$ cat src/rtl/sipo_pkg.sv
// Shared types and defaults for the serial-in/parallel-out deserializer.
// Holds the frame FSM state encoding used by sipo_deser and visible on its debug port.
package sipo_pkg;

  typedef enum logic [1:0] {
    S_IDLE   = 2'd0,
    S_SHIFT  = 2'd1,
    S_PARITY = 2'd2
  } sipo_state_e;

  localparam int DEFAULT_DATA_WIDTH = 32;
  localparam int DEFAULT_SHIFT_LEFT = 1;
  localparam int MIN_DATA_WIDTH     = 2;
  localparam int MAX_DATA_WIDTH     = 64;

endpackage

$ cat src/rtl/sipo_shift_core.sv
// Working shift register of the deserializer, direction chosen by SHIFT_LEFT.
// next_o is the value the register takes on the coming edge, so a completed word can be captured on that same edge.
module sipo_shift_core #(
  parameter int WIDTH      = 8,
  parameter int SHIFT_LEFT = 1
) (
  input  logic             clk,
  input  logic             rst,
  input  logic             en,
  input  logic             clr,
  input  logic             bit_in,
  output logic [WIDTH-1:0] next_o
);

  logic [WIDTH-1:0] shift_q;
  logic [WIDTH-1:0] shift_d;

  always_comb begin
    shift_d = shift_q;
    if (clr) begin
      shift_d = '0;
    end else if (en) begin
      if (SHIFT_LEFT != 0) begin
        shift_d = {shift_q[WIDTH-2:0], bit_in};
      end else begin
        shift_d = {bit_in, shift_q[WIDTH-1:1]};
      end
    end
  end

  always_ff @(posedge clk or posedge rst) begin
    if (rst) begin
      shift_q <= '0;
    end else begin
      shift_q <= shift_d;
    end
  end

  assign next_o = shift_d;

endmodule

$ cat src/rtl/sipo_deser.sv
// Serial-in/parallel-out deserializer with valid/ready output and sticky overflow.
// Optional even-parity trailer bit per frame: define SIPO_DESER_PARITY_EN.
module sipo_deser
  import sipo_pkg::*;
#(
  parameter int DATA_WIDTH = DEFAULT_DATA_WIDTH,
  parameter int SHIFT_LEFT = DEFAULT_SHIFT_LEFT
) (
  input  logic                                clk,
  input  logic                                rst,
  input  logic                                serial_in,
  input  logic                                we,
  input  logic                                clear,
  output logic [DATA_WIDTH-1:0]               out_data,
  output logic                                out_valid,
  input  logic                                out_ready,
  output logic [$clog2(DATA_WIDTH+1)-1:0]     bit_count,
  output logic                                overflow,
  output logic                                parity_err,
  output sipo_state_e                         state_o
);

  localparam int CW = $clog2(DATA_WIDTH + 1);
  localparam logic [CW-1:0] LAST_DATA = CW'(DATA_WIDTH - 1);

  if (DATA_WIDTH < MIN_DATA_WIDTH || DATA_WIDTH > MAX_DATA_WIDTH) begin : g_width_check
    $error("sipo_deser: DATA_WIDTH out of range");
  end

  sipo_state_e           state_q;
  logic [CW-1:0]         bit_count_q;
  logic [DATA_WIDTH-1:0] out_data_q;
  logic                  out_valid_q;
  logic                  overflow_q;

  logic                  bit_acc;
  logic                  shift_en;
  logic                  data_last;
  logic                  frame_done;
  logic                  handshake;
  logic                  can_load;
  logic [DATA_WIDTH-1:0] word_d;

  sipo_shift_core #(
    .WIDTH      (DATA_WIDTH),
    .SHIFT_LEFT (SHIFT_LEFT)
  ) u_shift_core (
    .clk    (clk),
    .rst    (rst),
    .en     (shift_en),
    .clr    (clear),
    .bit_in (serial_in),
    .next_o (word_d)
  );

  // Output handshake: a word transfers on any rising edge where out_valid=1 and
  // out_ready=1. out_data is frozen while out_valid=1 and out_ready=0; a frame
  // finishing in that window is discarded and raises overflow.
  always_comb begin
    bit_acc   = we & ~clear;
    shift_en  = bit_acc & (state_q != S_PARITY);
    data_last = shift_en & (bit_count_q == LAST_DATA);
    handshake = out_valid_q & out_ready;
    can_load  = ~out_valid_q | out_ready;
`ifdef SIPO_DESER_PARITY_EN
    frame_done = bit_acc & (state_q == S_PARITY);
`else
    frame_done = data_last;
`endif
  end

`ifdef SIPO_DESER_PARITY_EN
  localparam logic [CW-1:0] FULL_CNT = CW'(DATA_WIDTH);
  logic parity_err_q;
  logic perr_d;

  // The register is frozen in S_PARITY, so word_d is exactly the data bits.
  assign perr_d = (^word_d) ^ serial_in;
`endif

  always_ff @(posedge clk or posedge rst) begin
    if (rst) begin
      state_q      <= S_IDLE;
      bit_count_q  <= '0;
      out_data_q   <= '0;
      out_valid_q  <= 1'b0;
      overflow_q   <= 1'b0;
`ifdef SIPO_DESER_PARITY_EN
      parity_err_q <= 1'b0;
`endif
    end else begin
      if (clear) begin
        state_q     <= S_IDLE;
        bit_count_q <= '0;
      end else if (we) begin
        case (state_q)
          S_IDLE: begin
            state_q     <= S_SHIFT;
            bit_count_q <= CW'(1);
          end
          S_SHIFT: begin
            if (data_last) begin
`ifdef SIPO_DESER_PARITY_EN
              state_q     <= S_PARITY;
              bit_count_q <= FULL_CNT;
`else
              state_q     <= S_IDLE;
              bit_count_q <= '0;
`endif
            end else begin
              bit_count_q <= bit_count_q + CW'(1);
            end
          end
          S_PARITY: begin
            state_q     <= S_IDLE;
            bit_count_q <= '0;
          end
          default: begin
            state_q     <= S_IDLE;
            bit_count_q <= '0;
          end
        endcase
      end

      if (frame_done && can_load) begin
        out_data_q   <= word_d;
        out_valid_q  <= 1'b1;
`ifdef SIPO_DESER_PARITY_EN
        parity_err_q <= perr_d;
`endif
      end else if (handshake) begin
        out_valid_q <= 1'b0;
      end

      if (clear) begin
        overflow_q <= 1'b0;
      end else if (frame_done && !can_load) begin
        overflow_q <= 1'b1;
      end
    end
  end

  assign out_data  = out_data_q;
  assign out_valid = out_valid_q;
  assign bit_count = bit_count_q;
  assign overflow  = overflow_q;
  assign state_o   = state_q;
`ifdef SIPO_DESER_PARITY_EN
  assign parity_err = parity_err_q;
`else
  assign parity_err = 1'b0;
`endif

endmodule
$ cat config.mk
export PLATFORM = sky130hd
export DESIGN_NAME = sipo_deser
export DESIGN_NICKNAME = d
export VERILOG_FILES = /design/src/rtl/sipo_pkg.sv /design/src/rtl/sipo_shift_core.sv /design/src/rtl/sipo_deser.sv
export SDC_FILE = /design/constraint.sdc
export NUM_CORES = 1
export LEC_CHECK = 0
export BUFFER_PORTS_ARGS = -buffer_cell sky130_fd_sc_hd__buf_2
export CORE_MARGIN = 2
export CORE_UTILIZATION = 45
export CTS_CLUSTER_SIZE = 12
export DETAILED_ROUTE_END_ITERATION = 10
export PLACE_DENSITY = 0.7
export SLEW_MARGIN = 10
export SYNTH_ARGS = -nofsm -noshare
export SYNTH_HDL_FRONTEND = slang
export SYNTH_HIERARCHICAL = 1
export SYNTH_SLANG_ARGS = --single-unit
$ cat constraint.sdc
create_clock -name clk -period 1.5 [get_ports clk]
set_input_delay 0.225 -clock clk [delete_from_list [all_inputs] [get_ports clk]]
set_output_delay 0.225 -clock clk [all_outputs]
set_load 0.05 [all_outputs]
# Word level (Yosys, flattened, before mapping)
# Cells that the tools add are included.
# totals
regBits	74
input_bits	6
out_inout_bits	43
# op_classes
addsub	1
eq_ne	4
muxes	14
bitwise_logic	7
reduce_logical	8
# ops
operator	n
$mux 32	2
$mux 6	3
$pmux 6 s2	1
$add 6x1->6 const B	1
$eq 6x5->1 const B	1
$mux 2	3
$reduce_bool 2->1	3
$and 1x1->1	4
$mux 1	4
$pmux 2 s2	1
$ne 3x3->1 const B	1
$eq 2x1->1 const B	1
$logic_and 1x1->1	2
$logic_not 2->1	1
$ne 2x2->1 const B	1
$not 1->1	2
$reduce_and 2->1	1
$logic_not 1->1	1
$or 1x1->1	1

# Logic depth before layout (Yosys ltp)
# Gate-level depths: netlist of run 1.
# logic_depth
depth_word	8
ltp_mapped	8
ltp_nobuf	5

# Cells and area by module
# Netlist of run 1, hierarchy kept.
# by_module_without_submodules
mod	n_inst	cells_each	area_each_um2	seq_area_each_um2
sipo_deser	1	123	1830.5	1026.0
sipo_shift_core	1	104	1327.5	800.8

# Worst setup path after synthesis of run 1
# Ideal clock, no wire load.
# synth_path
kind	reg-to-reg
startpoint	register bit_count_q[0], in the netlist bit_count[0]
endpoint	register out_data_q[0], in the netlist out_data[0]
setup_ns	0.125
arrival_time_ns	1.810
required_ns	1.375
path_slack_ns	-0.435
path_stages_with_launch	6
n_path_buf	1
period_less_slack_ns	1.935
cell_sequence	dfrtp_1 ha_1 and3_2 nand3_4 buf_6 mux2_4
# synth_between
elab_chain_cells	3
# synth_lines
element	line	text
from (decl)	sipo_deser.sv:31	logic [CW-1:0] bit_count_q;
from (signal assigned)	sipo_deser.sv:111	bit_count_q <= bit_count_q + CW'(1);
$eq 6x5->1	sipo_deser.sv:62	data_last = shift_en & (bit_count_q == LAST_DATA);
$and 1x1->1	sipo_deser.sv:62	
$logic_and 1x1->1	sipo_deser.sv:125	if (frame_done && can_load) begin
to (signal assigned)	sipo_deser.sv:126	out_data_q <= word_d;
to (decl)	sipo_deser.sv:32	logic [DATA_WIDTH-1:0] out_data_q;
# No other way between the ends.
# A chain may end at the register's enable or synchronous reset.

# Final worst setup path of run 1
# layout_path
startpoint	register bit_count_q[0], in the netlist bit_count[0]
endpoint	register out_data_q[30], in the netlist out_data[30]
# The elaborated chain is that of the path after synthesis.

==> impl_metrics.env, run 1 <==
export IMPL_tns_ps=0
export IMPL_worst_setup_path_end_kind="flip-flop"
export IMPL_synth_seq_cells=73
export IMPL_yosysTopAreaCellShare_pct=57.8
export IMPL_status="finished clean"
export IMPL_grt_max_degree=42
export IMPL_grt_pass1_wl_um=9380
export IMPL_cts_max_path_buffers=2
export IMPL_p_per_area_nw_per_um2=1030
export IMPL_htreeDepth=3
export IMPL_dp_cells=376
export IMPL_drcViolationCount=0
export IMPL_crit_required_ps=1720
export IMPL_syn_cell_area_um2=3160
export IMPL_port_buffers=46
export IMPL_dpl_cell_area_um2=3620
export IMPL_critPathLaunch="bit_count[0]"
export IMPL_wire_per_inst_um=14.3
export IMPL_drt_wl_total_um=5620
export IMPL_start_util_pct=46.5
export IMPL_cp_arrival_ps=1710
export IMPL_dieArea_um2=7700
export IMPL_final_util_pct=57.1
export IMPL_antenna_found_initial=0
export IMPL_area_growth_pct=22.7
export IMPL_grt_use_met1_pct=22.0
export IMPL_core_um2=6790
export IMPL_track_usage_pct=16.1
export IMPL_die_x_um=87.8
export IMPL_drtIter0Drc=109
export IMPL_design_area_um2=3880
export IMPL_final_nets=299
export IMPL_synth_edf_count=0
export IMPL_vias_per_cell=4.79
export IMPL_tritoncts="built"
export IMPL_cts_setup_buffers=0
export IMPL_critical_path_class="flip-flop to flip-flop"
export IMPL_worstReg2RegStart="bit_count[0]"
export IMPL_slew_violations=0
export IMPL_synth_ff_type="dfrtp_1"
export IMPL_antenna_diode_count=0
export IMPL_clkSinkCount=73
export IMPL_rsz0062_at_grt="yes"
export IMPL_ys_top_cells_by_area="dfrtp_1 58%, mux2_4 14%, mux2i_1 10%, nor2_1 4.2%, buf_12 1.9%"
export IMPL_async_reset_ff_share_pct=100
export IMPL_overflow=0
export IMPL_yosysTopAreaCell="dfrtp_1"
export IMPL_fin_cells=392
export IMPL_vias=1877
export IMPL_path_max_fanout=13
export IMPL_clock_tree_root_cell="clkbuf_8"
export IMPL_fmax_mhz=671
export IMPL_met2_usage_pct=24.7
export IMPL_finClkSkew_ps=5.47
export IMPL_p_total_uw=3980
export IMPL_die_h_um=87.8
export IMPL_setup_violations=0
export IMPL_p_leak_uw=0.00205
export IMPL_drive_above_1_share_pct=43.6
export IMPL_drtPass1Iterations=4
export IMPL_num_io_pins=49
export IMPL_dp_hpwl_um=3780
export IMPL_cap_violations=0
export IMPL_clkTransAtPathRegs_ps=70
export IMPL_crit_path_start_kind="flip-flop"
export IMPL_grt_pass1_vias=1930
export IMPL_worstHoldPathType="input port to flip-flop"
export IMPL_grt_busiest_layer="met2"
export IMPL_ir_drop_uv=550
export IMPL_synth_warnings=6
export IMPL_syn_inst=227
export IMPL_fin_crit_sh_pct=99.4
export IMPL_hold_path_startpoint="serial_in"
export IMPL_cts_buffers=9
export IMPL_ys_seq_area_share_pct=57.8
export IMPL_fp_row_count=30
export IMPL_antenna_left=0
export IMPL_syn_area_per_cell_um2=13.9
export IMPL_routabilityCongestion=0.839
export IMPL_period_needed_ps=1490
export IMPL_clk_latency_ps=330
export IMPL_hold_viol_final=0
export IMPL_synth_cell_type_count=33
export IMPL_use_met3_pct=3.11
-- synth_stat cells (2+ instances only) --
cell,n
a21oi_1,4
buf_12,3
buf_4,2
buf_6,4
clkbuf_1,6
dfrtp_1,73
inv_1,4
mux2_2,2
mux2_4,30
mux2i_1,32
nand2_1,5
nand2b_1,3
nand3_1,2
nand4_1,3
nor2_1,35
o21ai_0,2
-- state kept, by name (all words and copies together) (netlist names) --
register and flops:
out_valid 1, overflow 1, u_shift_core/shift_q 32, out_data 32
bit_count 6, state_o 1
-- through the flow --
step	setup WS, ps	hold slack, ps
finish	9.20	189
floorplan	-178	302
global route	-33.8	214
detailed placement	11.4	286
CTS	1.52	186
global placement	28.8	282
-- layout make-up --
type / count / area [um2]
fillers: 560 / 2920
flip-flops and latches: 73 / 1840
multi-input cells: 136 / 1210
repair buffers: 68 / 460
clock buffers: 10 / 128
well taps: 96 / 120
clock inverters: 5 / 105
inverters: 4 / 15.0
-- cell usage in the layout, fill, tap and decap left out, types with 2 or more instances in the layout --
cell type / count
mux2i_1: 32
inv_1: 3
nand2_1: 5
a21oi_1: 4
mux2_4: 30
dfrtp_1: 66
bufinv_16: 3
mux2_2: 2
nor2_1: 34
dfrtp_2: 7
nand4_1: 3
o21ai_0: 2
buf_2: 46
clkbuf_8: 9
clkinvlp_4: 2
nand2b_1: 3
buf_4: 16
buf_12: 5
nand3_1: 2
conb_1: 2
-- final timing paths --
kind | to | depth (start not counted) | slack (ps)
max in group asynchronous | u_shift_core/shift_q[22] | 4 | 670
max | out_data[30] | 5 | 9
min | u_shift_core/shift_q[0] | 3 | 190
max reg2reg | out_data[30] | 5 | 9
min reg2reg | out_data[24] | 1 | 510
min in group asynchronous | out_data[14] | 4 | 480
-- routing by layer --
metal / up-vias / wire, um
met5: - / 0
met4: 0 / 123
met3: 10 / 179
met2: 38 / 2570
met1: 919 / 2740
li1: 910 / -
-- repair_timing --
item	4_1_cts	5_1_grt
pin swaps	1	0
hold buffers	1	0
endpoints found under the setup margin	3	29
cloned	0	0
endpoints found under the hold margin	73	0
gates resized for setup	0	2
-- power by group --
part,internal [uW],switching (uW)
clock network,1100,697
registers,1970,9.64
logic,71.1,136
-- worst max-delay path: stages, from the launching register on --
cell     delay, ps
dfrtp_2        430
ha_4           160
and3_4         180
nand3_4        110
buf_12         170
mux2_4         310
-- cells by family after synthesis --
family	after synthesis	share of synthesized area (%)
simple gates	55	8.56
other cells	1	0.119
compound gates	13	2.69
fa+ha+maj	1	0.396
flops	73	57.8
xor+xnor	1	0.277
mux	64	25.1
buf+inv	19	4.99
Note: power is estimated with default switching activity, not from simulation.
==> run 2: changes to the inputs <==
--- a/config.mk
+++ b/config.mk
@@ -7,10 +7,10 @@
 export LEC_CHECK = 0
 export BUFFER_PORTS_ARGS = -buffer_cell sky130_fd_sc_hd__buf_2
 export CORE_MARGIN = 2
-export CORE_UTILIZATION = 45
+export CORE_UTILIZATION = 43
 export CTS_CLUSTER_SIZE = 12
 export DETAILED_ROUTE_END_ITERATION = 10
-export PLACE_DENSITY = 0.7
+export PLACE_DENSITY = 0.68
 export SLEW_MARGIN = 10
 export SYNTH_ARGS = -nofsm -noshare
 export SYNTH_HDL_FRONTEND = slang
==> impl_metrics.env, run 2 (synthesis results as in run 1) <==
export IMPL_status="finished clean"
export IMPL_clock_tree_root_cell="clkbuf_8"
export IMPL_tritoncts="built"
export IMPL_reg2regPathDepth=5
export IMPL_final_nets=298
export IMPL_ir_drop_uv=445
export IMPL_overflow=0
export IMPL_fmax_mhz=672
export IMPL_rsz0062_at_grt="yes"
export IMPL_clkSinkCount=73
export IMPL_endpoint="out_data[9]"
export IMPL_crit_required_ps=1720
export IMPL_worstHoldPathType="input port to flip-flop"
export IMPL_path_max_fanout=14
export IMPL_setup_violations=0
export IMPL_clkTransAtPathRegs_ps=70
export IMPL_vias_per_cell=4.76
export IMPL_period_needed_ps=1490
export IMPL_clk_latency_ps=340
export IMPL_finClkSkew_ps=7.42
export IMPL_tightest_slew_ps=608
export IMPL_wire_per_inst_um=14.4
export IMPL_p_leak_uw=0.00205
export IMPL_ff2ff_setup_slack_ps=10
export IMPL_p_per_area_nw_per_um2=1010
export IMPL_grt_max_degree=41
export IMPL_hold_viol_final=0
export IMPL_cts_setup_buffers=0
export IMPL_routabilityCongestion=0.792
export IMPL_hold_path_startpoint="we"
export IMPL_antenna_found_initial=0
export IMPL_cap_violations=0
export IMPL_drt_wl_total_um=5700
export IMPL_vias=1881
export IMPL_grt_pass1_wl_um=9650
export IMPL_r2r_end="out_data[9]"
export IMPL_antenna_diode_count=0
export IMPL_drive_above_1_share_pct=43.2
export IMPL_relSlewSlack_pct=59.2
export IMPL_antenna_left=0
export IMPL_worst_setup_path_end_kind="flip-flop"
export IMPL_tns_ps=0
export IMPL_fp_row_count=31
export IMPL_cp_arrival_ps=1710
export IMPL_drcViolationCount=0
export IMPL_critPathLaunch="bit_count[1]"
export IMPL_num_io_pins=49
export IMPL_fin_crit_sh_pct=99.2
export IMPL_dp_hpwl_um=3940
export IMPL_track_usage_pct=15.1
export IMPL_p_total_uw=3870
export IMPL_final_cell_mix="66 x dfrtp_1, 46 x buf_2, 34 x nor2_1"
export IMPL_cts_buffers=9
export IMPL_dieArea_um2=8050
export IMPL_start_util_pct=44.0
export IMPL_area_growth_pct=21.8
export IMPL_worstReg2RegStart="bit_count[1]"
export IMPL_port_buffers=46
export IMPL_drtPass1Iterations=4
export IMPL_hold_slack_ps=168
export IMPL_drtIter0Drc=44
export IMPL_critical_path_class="flip-flop to flip-flop"
export IMPL_die_h_um=89.7
export IMPL_crit_path_start_kind="flip-flop"
export IMPL_htreeDepth=3
export IMPL_cts_max_path_buffers=2
export IMPL_die_x_um=89.7
export IMPL_core_um2=7180
export IMPL_grt_pass1_vias=1901
export IMPL_final_common_cell="dfrtp_1"
export IMPL_slew_violations=0
## run 2: cell count changes in the layout (fill, tap and decap cells not counted), sizes merged
cell,delta
clkbuf,+2
buf,-1
clkinvlp,-1
clkinv,+1
bufinv,-1
## run 2: power by group
group	switching [uW]	leakage, uW	internal (uW)
clock	697	0.000107	986
combinational	135	0.000934	64.3
sequential	9.98	0.00101	1970
total	842	0.00205	3030
## run 2: metrics by stage
step | cell area (um2) | setup slack [ps] | cells | utilization [%]
floorplan | 3200 | -178 | 228 | -
global placement | 3590 | 32.0 | 378 | 50.1
detailed placement | 3590 | 3.99 | 378 | 50.1
CTS | 3820 | -1.03 | 395 | 53.3
global route | 3850 | -42.2 | 395 | 53.6
finish | 3850 | 12.2 | 395 | 53.6
## run 2: area by class of cell
cell class	count	area, um2
multi-input combinational	136	1220
sequential	73	1840
timing repair buffer	67	432
fill	615	3330
tap	99	124
inverter	4	15.0
clock buffer	12	145
clock inverter	4	76.3
## run 2: worst min path at each step
stage,cells past startpoint,to
finish,3,state_o[0]
global placement,2,out_data[29]
floorplan,1,u_shift_core/shift_q[30]
detailed placement,2,out_data[29]
global route,3,state_o[0]
CTS,3,state_o[0]
## run 2: routing by layer
metal	GRT usage (%)	share of wire, %	wire length, um	vias to the layer above
li1	-	-	-	908
met1	20.9	49	2820	921
met2	21.9	43	2480	45
met3	5.28	5.7	324	7
met4	5.77	1.4	80	0
met5	0	0	0	-
## run 2: worst max-delay path: stages (launching register included)
cell and delay (ps):
dfrtp_2 420, ha_4 160, and3_4 180, nand3_4 120
buf_12 180, mux2_4 300
## run 2: repair_timing
action,CTS,global route
hold buffers,1,0
resized for setup,0,5
endpoints found under the setup margin,1,32
hold endpoints to repair,40,0
pin swaps,0,1
==> run 3: changes to the inputs <==
--- a/config.mk
+++ b/config.mk
@@ -11,6 +11,7 @@
 export CTS_CLUSTER_SIZE = 12
 export DETAILED_ROUTE_END_ITERATION = 10
 export PLACE_DENSITY = 0.68
+export RECOVER_POWER = 25
 export SLEW_MARGIN = 10
 export SYNTH_ARGS = -nofsm -noshare
 export SYNTH_HDL_FRONTEND = slang
==> impl_metrics.env, run 3 (synthesis results as in run 1) <==
export IMPL_status="finished clean"
export IMPL_track_usage_pct=15.1
export IMPL_dieArea_um2=8050
export IMPL_cpMaxStageDelayCell="dfrtp_2"
export IMPL_vias_per_cell=4.75
export IMPL_fin_crit_sh_pct=99.2
export IMPL_final_cell_mix="66 x dfrtp_1, 44 x buf_2, 35 x nor2_1"
export IMPL_cp_arrival_ps=1710
export IMPL_hold_slack_ps=177
export IMPL_antenna_left=0
export IMPL_hold_path_startpoint="we"
export IMPL_antenna_diode_count=0
export IMPL_cts_buffers=9
export IMPL_whs_path_depth=3
export IMPL_period_needed_ps=1490
export IMPL_overflow=0
export IMPL_critical_path_class="flip-flop to flip-flop"
export IMPL_seq_area_um2=1840
export IMPL_vias=1878
export IMPL_crit_path_start_kind="flip-flop"
export IMPL_design_area_um2=3830
export IMPL_critPathLaunch="bit_count[1]"
export IMPL_p_total_uw=3860
export IMPL_dp_hpwl_um=3940
export IMPL_path_max_fanout=14
export IMPL_critical_path_max_stage_delay_ps=420
export IMPL_cts_max_path_buffers=2
export IMPL_tightest_slew_ps=608
export IMPL_cap_violations=0
export IMPL_drtPass1Iterations=4
export IMPL_area_growth_pct=21.4
export IMPL_clkTransAtPathRegs_ps=70
export IMPL_finClkSkew_ps=7.42
export IMPL_relSlewSlack_pct=59.2
export IMPL_p_per_area_nw_per_um2=1010
export IMPL_grt_pass1_vias=1901
export IMPL_path_cells="ha_4 > and3_4 > nand3_4 > buf_12 > mux2_4"
export IMPL_cts_setup_buffers=0
export IMPL_grt_pass1_wl_um=9650
export IMPL_fp_row_count=31
export IMPL_drcViolationCount=0
export IMPL_final_common_cell="dfrtp_1"
export IMPL_clkSinkCount=73
export IMPL_core_um2=7180
export IMPL_die_x_um=89.7
export IMPL_setup_violations=0
export IMPL_tns_ps=0
export IMPL_tritoncts="built"
export IMPL_htreeDepth=3
export IMPL_routabilityCongestion=0.792
export IMPL_dpl_cell_area_um2=3590
export IMPL_clock_tree_root_cell="clkbuf_8"
export IMPL_worst_slack_ps=12.3
export IMPL_fill_cells=619
export IMPL_port_buffers=46
export IMPL_slew_violations=0
export IMPL_multi_input_area_um2=1210
export IMPL_drt_wl_total_um=5690
export IMPL_crit_required_ps=1720
export IMPL_grt_max_degree=41
export IMPL_reg2regPathDepth=5
export IMPL_worstHoldPathType="input port to flip-flop"
export IMPL_drive_above_1_share_pct=42.2
export IMPL_p_leak_uw=0.00204
export IMPL_worstReg2RegStart="bit_count[1]"
export IMPL_ir_drop_uv=445
export IMPL_hold_viol_final=0
export IMPL_worst_setup_path_end_kind="flip-flop"
export IMPL_antenna_found_initial=0
export IMPL_final_nets=298
export IMPL_die_h_um=89.7
export IMPL_wire_per_inst_um=14.4
export IMPL_clk_latency_ps=340
export IMPL_rsz0062_at_grt="yes"
export IMPL_drtIter0Drc=45
export IMPL_num_io_pins=49
export IMPL_pre_cts_ws_ps=3.99
export IMPL_start_util_pct=44.0
export IMPL_fmax_mhz=672
[run 3: changes by cell type in the layout (fill, tap and decap cells not counted)]
cell | before | now
buf_2 | 46 | 44
buf_4 | 16 | 15
clkbuf_1 | 2 | 4
clkbuf_2 | 0 | 1
nor2_1 | 34 | 35
nor2_4 | 1 | 0
[run 3: layout make-up]
type	count	share of cell area, %
Clock buffer	12	3.78
Tap cell	99	3.23
Clock inverter	4	1.99
Inverter	4	0.392
Timing Repair Buffer	67	11.1
Sequential cell	73	47.9
Multi-Input combinational cell	136	31.6
[run 3: path summary, 6_finish.rpt]
check | slack (ps) | to
worst max-delay path | 10 | out_data[9]
worst min-delay path | 180 | state_o[0]
worst max register to register | 10 | out_data[9]
worst min register to register | 510 | out_data[15]
max in group asynchronous | 510 | out_data[9]
min in group asynchronous | 440 | out_data[29]
[run 3: power breakdown]
part	internal [uW]	leakage, uW	switching [uW]
sequential	1970	0.00101	9.86
combinational	61.9	0.000927	134
clock	986	0.000107	696
total	3020	0.00204	840
[run 3: what timing repair did]
item,in CTS,in global routing
hold buffers,1,0
cloned,0,0
endpoints found under the setup margin,1,32
gates resized for setup,0,5
hold endpoints to repair,40,0
pin swaps,0,1
[run 3: layer usage]
metal / vias to the layer above / GRT usage, % / share of wire (%)
met5: - / 0 / 0
met4: 0 / 5.77 / 1.4
met3: 7 / 5.28 / 5.7
met2: 45 / 21.9 / 44
met1: 918 / 20.9 / 49
li1: 908 / - / -
[run 3: stage by stage]
step | util [%] | instances
after floorplan | - | 228
after global placement | 50.1 | 378
after detailed placement | 50.1 | 378
after CTS | 53.3 | 395
after global routing | 53.4 | 395
final | 53.4 | 395
[run 3: critical path, delay by kind of cell (launching register included)]
| kind | cells | cell delay [ps] |
|---|---|---|
| buf+inv | 1 | 180 |
| mux | 1 | 300 |
| fa+ha+maj | 1 | 160 |
| flops | 1 | 420 |
| simple gates | 2 | 300 |
